===== src/rtl/var_tap_delay.sv =====
// Multi-channel delay line with a run-time selectable tap and a valid flag that travels with the data.
// The delay is counted in clocks (SAMPLE_MODE=0) or in src_valid_i strobes (SAMPLE_MODE=1).
module var_tap_delay #(
    parameter int DATA_WIDTH    = 16,
    parameter int CH_NUM        = 4,
    parameter int MAX_DELAY     = 32,
    parameter int DEFAULT_DELAY = 2,
    parameter int SAMPLE_MODE   = 0,
    localparam int DLY_W        = $clog2(MAX_DELAY + 1)
) (
    input  logic                         clk_i,
    input  logic                         rst_i,
    input  logic [DLY_W-1:0]             delay_i,
    input  logic                         delay_load_i,
    input  logic                         src_valid_i,
    input  logic [CH_NUM*DATA_WIDTH-1:0] src_data_i,
    output logic                         delay_valid_o,
    output logic [CH_NUM*DATA_WIDTH-1:0] delay_data_o,
    output logic [DLY_W-1:0]             delay_cur_o,
    output logic                         settled_o
);
    localparam int BUS_W = CH_NUM * DATA_WIDTH;
    localparam int IDX_W = (MAX_DELAY > 1) ? $clog2(MAX_DELAY) : 1;
    localparam logic [DLY_W-1:0] MAX_D = DLY_W'(MAX_DELAY);
    localparam logic [DLY_W-1:0] DEF_D = DLY_W'(DEFAULT_DELAY);

    logic [DLY_W-1:0]     delay_reg;
    logic [DLY_W-1:0]     delay_next;
    logic [DLY_W-1:0]     fill_reg;
    logic [IDX_W-1:0]     tap_idx;
    logic                 shift_en;
    logic [BUS_W-1:0]     stage_data [MAX_DELAY];
    logic [MAX_DELAY-1:0] stage_valid;
    logic [BUS_W-1:0]     tap_data;
    logic                 tap_valid;

    assign shift_en = (SAMPLE_MODE != 0) ? src_valid_i : 1'b1;

    // Requested delay is clamped into 1..MAX_DELAY so the tap index is always in range.
    always_comb begin
        delay_next = delay_reg;
        if (delay_load_i) begin
            if (delay_i == '0) begin
                delay_next = DLY_W'(1);
            end else if (delay_i > MAX_D) begin
                delay_next = MAX_D;
            end else begin
                delay_next = delay_i;
            end
        end
    end

    always_ff @(posedge clk_i) begin
        if (rst_i) begin
            delay_reg <= DEF_D;
        end else begin
            delay_reg <= delay_next;
        end
    end

    // History depth survives delay reloads; only reset clears it.
    always_ff @(posedge clk_i) begin
        if (rst_i) begin
            fill_reg <= '0;
        end else if (shift_en && (fill_reg != MAX_D)) begin
            fill_reg <= fill_reg + 1'b1;
        end
    end

    for (genvar gi = 0; gi < MAX_DELAY; gi++) begin : g_stage
        logic [BUS_W-1:0] data_reg;
        logic             valid_reg;
        logic [BUS_W-1:0] data_in;
        logic             valid_in;

        if (gi == 0) begin : g_head
            assign data_in  = src_data_i;
            assign valid_in = src_valid_i;
        end else begin : g_body
            assign data_in  = stage_data[gi-1];
            assign valid_in = stage_valid[gi-1];
        end

        always_ff @(posedge clk_i) begin
            if (rst_i) begin
                data_reg  <= '0;
                valid_reg <= 1'b0;
            end else if (shift_en) begin
                data_reg  <= data_in;
                valid_reg <= valid_in;
            end
        end

        assign stage_data[gi]  = data_reg;
        assign stage_valid[gi] = valid_reg;
    end

    assign tap_idx   = IDX_W'(delay_reg - 1'b1);
    assign tap_data  = stage_data[tap_idx];
    assign tap_valid = stage_valid[tap_idx];

    if (SAMPLE_MODE != 0) begin : g_sample
        logic [BUS_W-1:0] out_data_reg;
        logic             out_valid_reg;

        // Tap is read before this edge's shift, so a strobe returns the sample from D strobes ago.
        always_ff @(posedge clk_i) begin
            if (rst_i) begin
                out_data_reg  <= '0;
                out_valid_reg <= 1'b0;
            end else if (src_valid_i) begin
                out_data_reg  <= tap_data;
                out_valid_reg <= (fill_reg >= delay_reg);
            end else begin
                out_valid_reg <= 1'b0;
            end
        end

        assign delay_data_o  = out_data_reg;
        assign delay_valid_o = out_valid_reg;
    end else begin : g_cycle
        assign delay_data_o  = tap_data;
        assign delay_valid_o = tap_valid;
    end

    assign delay_cur_o = delay_reg;
    assign settled_o   = (fill_reg >= delay_reg);

endmodule

===== config.mk =====
export PLATFORM = sky130hd
export DESIGN_NAME = var_tap_delay
export DESIGN_NICKNAME = d
export VERILOG_FILES = /design/src/rtl/var_tap_delay.sv
export SDC_FILE = /design/constraint.sdc
export NUM_CORES = 2
export LEC_CHECK = 0
export CAP_MARGIN = 20
export CELL_PAD_IN_SITES_DETAIL_PLACEMENT = 1
export CELL_PAD_IN_SITES_GLOBAL_PLACEMENT = 1
export CORE_MARGIN = 5
export CORE_UTILIZATION = 45
export DETAILED_ROUTE_END_ITERATION = 7
export PLACE_DENSITY_LB_ADDON = 0.1
export SYNTH_ARGS = -nofsm -noshare
export SYNTH_HDL_FRONTEND = slang
export SYNTH_SLANG_ARGS = --single-unit

===== constraint.sdc =====
create_clock -name clk_i -period 2.91 [get_ports clk_i]
set_input_delay 0.291 -clock clk_i [delete_from_list [all_inputs] [get_ports clk_i]]
set_output_delay 0.291 -clock clk_i [all_outputs]
set_load 0.03 [all_outputs]

=== Yosys cells after proc, flatten, opt, wreduce, memory -nomap -nowiden ===
Index checks and enable logic that the tools add are counted.

* Flip-flop bits (word level): 2,092
* Input bits: 74

* Equal/unequal tests: 1
* $lt $le $gt $ge: 4
* Bitwise gates (word level): 1
* Reduce and logical (&&, ||, !) cells: 1
* Multiplexer cells: 7
* Add/sub/neg operators: 2

{| class="wikitable"
|+ Operators by type and width
! cell !! count
|-
| 64-bit binary-select mux with 5-bit select || 1
|-
| 64-bit 2-to-1 mux || 2
|-
| 6-bit 2-to-1 mux || 2
|-
| 6-bit by 1-bit adder with 6-bit output (second input constant) || 1
|-
| 6-bit greater-or-equal comparator || 1
|-
| 6-bit greater-or-equal comparator (second input constant) || 1
|-
| 6-bit > comparator (second input constant) || 1
|-
| 6-bit zero test || 1
|-
| 5-bit by 6-bit less-than comparator with 1-bit output (second input constant) || 1
|-
| 6-bit != test (second input constant) || 1
|-
| 5-bit NOT with 6-bit output || 1
|-
| 1-bit binary-select mux with 5-bit select || 1
|-
| 5-bit by 1-bit subtractor with 5-bit output (second input constant) || 1
|-
| 1-bit 2-to-1 mux || 1
|}

=== Logic depth before layout (Yosys ltp) ===
* Word-level depth: 5
* Mapped depth: 12
* Depth with buffers taken out: 7

=== Worst setup path after synthesis ===
Ideal clock, no wire load.

* Path type: reg-to-output
* From: register delay_reg[0] (netlist: delay_cur_o[0])
* To: output port delay_data_o[24]
* Path buffers: 5
* Data required time: 2.619 ns
* Cell stages (with the launch flop): 12
* Arrival: 2.847 ns
* Setup slack: -0.228 ns
* Cell sequence: dfxtp_1 buf_2 buf_4 inv_2 ha_1 buf_2 buf_2 clkbuf_1 mux4_2 nand2_1 a32o_1 nor2_1

* Longest elaborated chain between the ends: 5

{| class="wikitable"
|+ Ends and longest elaborated chain
! what !! line !! source
|-
| start, declared || 27 || <nowiki>logic [DLY_W-1:0] delay_reg;</nowiki>
|-
| start signal, assigned || 57 || <nowiki>delay_reg <= delay_next;</nowiki>
|-
| 5-bit by 1-bit subtractor with 5-bit output || 98 || <nowiki>assign tap_idx = IDX_W'(delay_reg - 1'b1);</nowiki>
|-
| 5-bit NOT with 6-bit output (not written as such) || 99 || <nowiki>assign tap_data = stage_data[tap_idx];</nowiki>
|-
| 64-bit binary-select mux with 5-bit select || 99 ||
|-
| 64-bit 2-to-1 mux (not written as such) (2 in series) || 99 ||
|-
| end, declared || 18 || <nowiki>output logic [CH_NUM*DATA_WIDTH-1:0] delay_data_o,</nowiki>
|}

Every way passes these cells. The select of a mux whose other input is x is not followed.

=== Worst setup path in the final report ===
* From: register delay_reg[0] (netlist: delay_cur_o[0])
* To: output port delay_data_o[31]

The elaborated chain is that of the path after synthesis.

==> flow_metrics.py <==
metrics = {
    "placement": {
        "dp.cells": 8035,
        "place_congestion": 0.7084,
        "dpl.hpwl_mm": 95.69,
        "post_dp_cell_area_um2": 78130,
        "pre_cts_ws_ns": -0.03681,
        "port_buffers": 145,
    },
    "critical_path": {
        "r2r-start": "fill_reg[0]",
        "required_ns": 2.62,
        "crit_start": "delay_cur_o[0]",
        "endpoint_kind": "output port",
        "crit_type": "reg2out",
        "r2r_cells": 5,
        "arrival_ns": 3.25,
        "startpoint_type": "flop",
        "crit_fanout": 6,
    },
    "synth": {
        "synthFlopType": "dfxtp_1",
        "synth_most_common_cell": "dfxtp_1",
        "synth_top_family_by_area": "simple AND/OR/NAND/NOR gates",
        "ys_seq_area_share_pct": 57.41,
        "postSynthAreaPerCell_um2": 12.20,
        "ys_warn_count": 0,
        "synth_common_cells": "dfxtp_1 (2092), nor2b_1 (2080), mux4_2 (520), nor2_1 (436), clkbuf_1 (296)",
        "synth_xor_area_share_pct": 0.1406,
        "synth_compound_area_share_pct": 1.619,
        "synth_simple_gate_area_share_pct": 21.03,
        "synth_fa_ha_area_share_pct": 0.1544,
        "synthCells": 5977,
        "ys_types": 40,
        "netlist.top_cell.by_area": "dfxtp_1",
        "muxShareOfSynthArea_pct": 17.07,
        "netlist_area_um2": 72950,
        "synth_top_area_share_pct": 57.41,
        "ys_seq_elements": 2092,
        "async_flop_share_pct": 0,
        "synth_edf_count": 0,
        "synth_nets": 6060,
        "synth.area.top_cells": "dfxtp_1 (57%), nor2b_1 (18%), mux4_2 (16%), nor2_1 (2.2%), clkbuf_1 (1.5%)",
    },
    "drt": {
        "drc_errors": 0,
        "avgViaCountPerCell": 5.043,
        "dr_total_vias": 43850,
        "drt_iter0_drc": 2252,
        "drt_wl_total_mm": 182.0,
        "routedWlPerCell_um": 20.93,
        "antenna_left": 0,
        "dr.pass1.iters": 5,
    },
    "grt": {
        "grt_pass1_wl_mm": 276.4,
        "grt_overflow": 0,
        "grt_max_degree": 145,
        "grt_pass1_vias": 47100,
        "antenna_found_initial": 5,
        "gr-usage-all-layers_pct": 20.73,
    },
    "clock_network": {
        "h-tree-depth": 4,
        "clkTransAtPathRegs_ns": 0.06,
        "cts-root-buf": "clkbuf_16",
        "cts_made_buffers": 214,
        "cts_tree": "done",
        "clock_latency_ns": 0.84,
        "clk_path_buf_depth": 3,
        "cts_num_sinks": 2092,
    },
    "sta": {
        "rsz0062_at_grt": "yes",
        "max_freq_ghz": 0.2827,
        "worstMarginPinSlew_ns": 0.9265,
        "period_minus_slack_ns": 3.538,
        "slew_violations": 0,
        "final-hold-violation-count": 0,
        "fin_setup_tns_ns": -32.17,
        "setup_violations": 66,
        "fin_skew_ns": 0.03016,
        "final.period_utilization_pct": 121.6,
        "slew-limit-headroom_pct": 38.24,
        "worst_slack_ns": -0.6279,
    },
    "finish": {
        "area_growth_pct": 25.68,
        "fill_cells": 15640,
        "largest_reg_flops": 1984,
        "layout.nets": 6440,
        "fin_cells": 8695,
        "final_area_um2": 91680,
        "drive_gt1_share_pct": 25.67,
        "final_core_util_pct": 56.97,
    },
    "floorplanning": {
        "start_util_pct": 45.33,
        "rows": 147,
        "die-area_um2": 170300,
        "die_w_um": 412.6,
        "io_pins": 146,
        "die_y_um": 412.6,
        "core_um2": 160900,
    },
    "pwr": {
        "powerDensity_nw_per_um2": 696.8,
        "p_leak_uw": 0.03482,
        "peakVddDrop_v": 0.0006916,
    },
    "min_path": {
        "worstHoldStart": "src_data_i[43]",
        "hp-class": "in2reg",
        "min_path_cells": 2,
    },
    "outcome": {
        "status": "finished with violations",
        "violations": "setup timing",
    },
    "flow_run": {
        "maxCapViolCount": 0,
    },
}
-- kinds of logic after synthesis --
family                     count (synthesis)
and+or+nand+nor                         2686
DFF                                     2092
muxes                                    594
buffers and inverters                    437
AOI/OAI and AO/OA                        149
xor gates and xnor gates                  10
adders and majority gates                  9
-- layout by cell type (no fill, tap or decap), types with 17 or more instances in the layout --
cell             count
a32o_1              19
a32o_2              42
buf_12             136
buf_16              84
buf_4              140
buf_6               52
buf_8               21
clkbuf_1            57
clkbuf_16          247
clkbuf_8            54
clkdlybuf4s50_1     78
clkinv_2            35
dfxtp_1           2090
dlygate4sd3_1       48
mux2i_1             46
mux2i_2             23
mux4_2             520
nand2_1            140
nor2_1             235
nor2_2             134
nor2_4              67
nor2b_1           2080
o22ai_1             17
o22ai_2             42
-- per-stage QoR --
stage	power, uW	hold WS (ns)
CTS	64010	0.005519
floorplan	32360	0.4192
global route	66170	0.03883
global placement	34880	0.4338
detailed placement	34900	0.4484
finish	63880	0.07790
-- final cells by class --
type                       instances  area, um2  area share (%)
sequential                      2092      41890           45.69
multi-input combinational       3448      30830           33.63
timing repair buffer             592       9111           9.938
clock buffer                     330       6437           7.022
tap                             2160       2703           2.948
clock inverter                    61      660.6          0.7206
inverter                           9      40.04         0.04367
antenna                            3      7.507        0.008189
-- what timing repair did --
action                                 4_1_cts  5_1_grt
pin swaps                                   89      104
endpoints found under the hold margin       69        0
setup buffers                               84       69
cloned                                      62       30
setup endpoints to repair                   66       66
hold buffers                                48        0
gates resized for setup                    400      228
-- power breakdown --
group          leakage, uW  switching [uW]  internal (uW)
clock network      0.00350           11300          16100
registers           0.0169            94.5          28800
logic               0.0144            4010           3550
-- worst max-delay path, stage by stage, from the launching register on --
cell,delay [ns]
dfxtp_4,0.40
inv_4,0.06
ha_4,0.31
buf_8,0.13
buf_12,0.15
buf_12,0.16
buf_12,0.13
buf_8,0.12
mux4_2,0.31
nor2_2,0.16
nor2_2,0.06
o22ai_2,0.18
nor2_2,0.09
buf_12,0.14
-- worst paths after layout --
kind,slack [ns],end
max,-0.63,delay_data_o[31]
min,0.08,g_stage[0].data_reg[43]
max reg2reg,1.56,fill_reg[1]
min reg2reg,0.44,g_stage[21].data_reg[20]
-- routing by layer --
metal  global-route usage (%)  vias up  wire, um  part of all wire, %
met1                    28.74    22400     85820                   47
met2                    34.26      486     87360                   48
li1                         -    20710         -                    -
met5                        0        -         0                    0
met4                    5.509        0      3639                  2.0
met3                    2.944      253      5178                  2.8
Note: power is estimated with default switching activity, not from simulation.
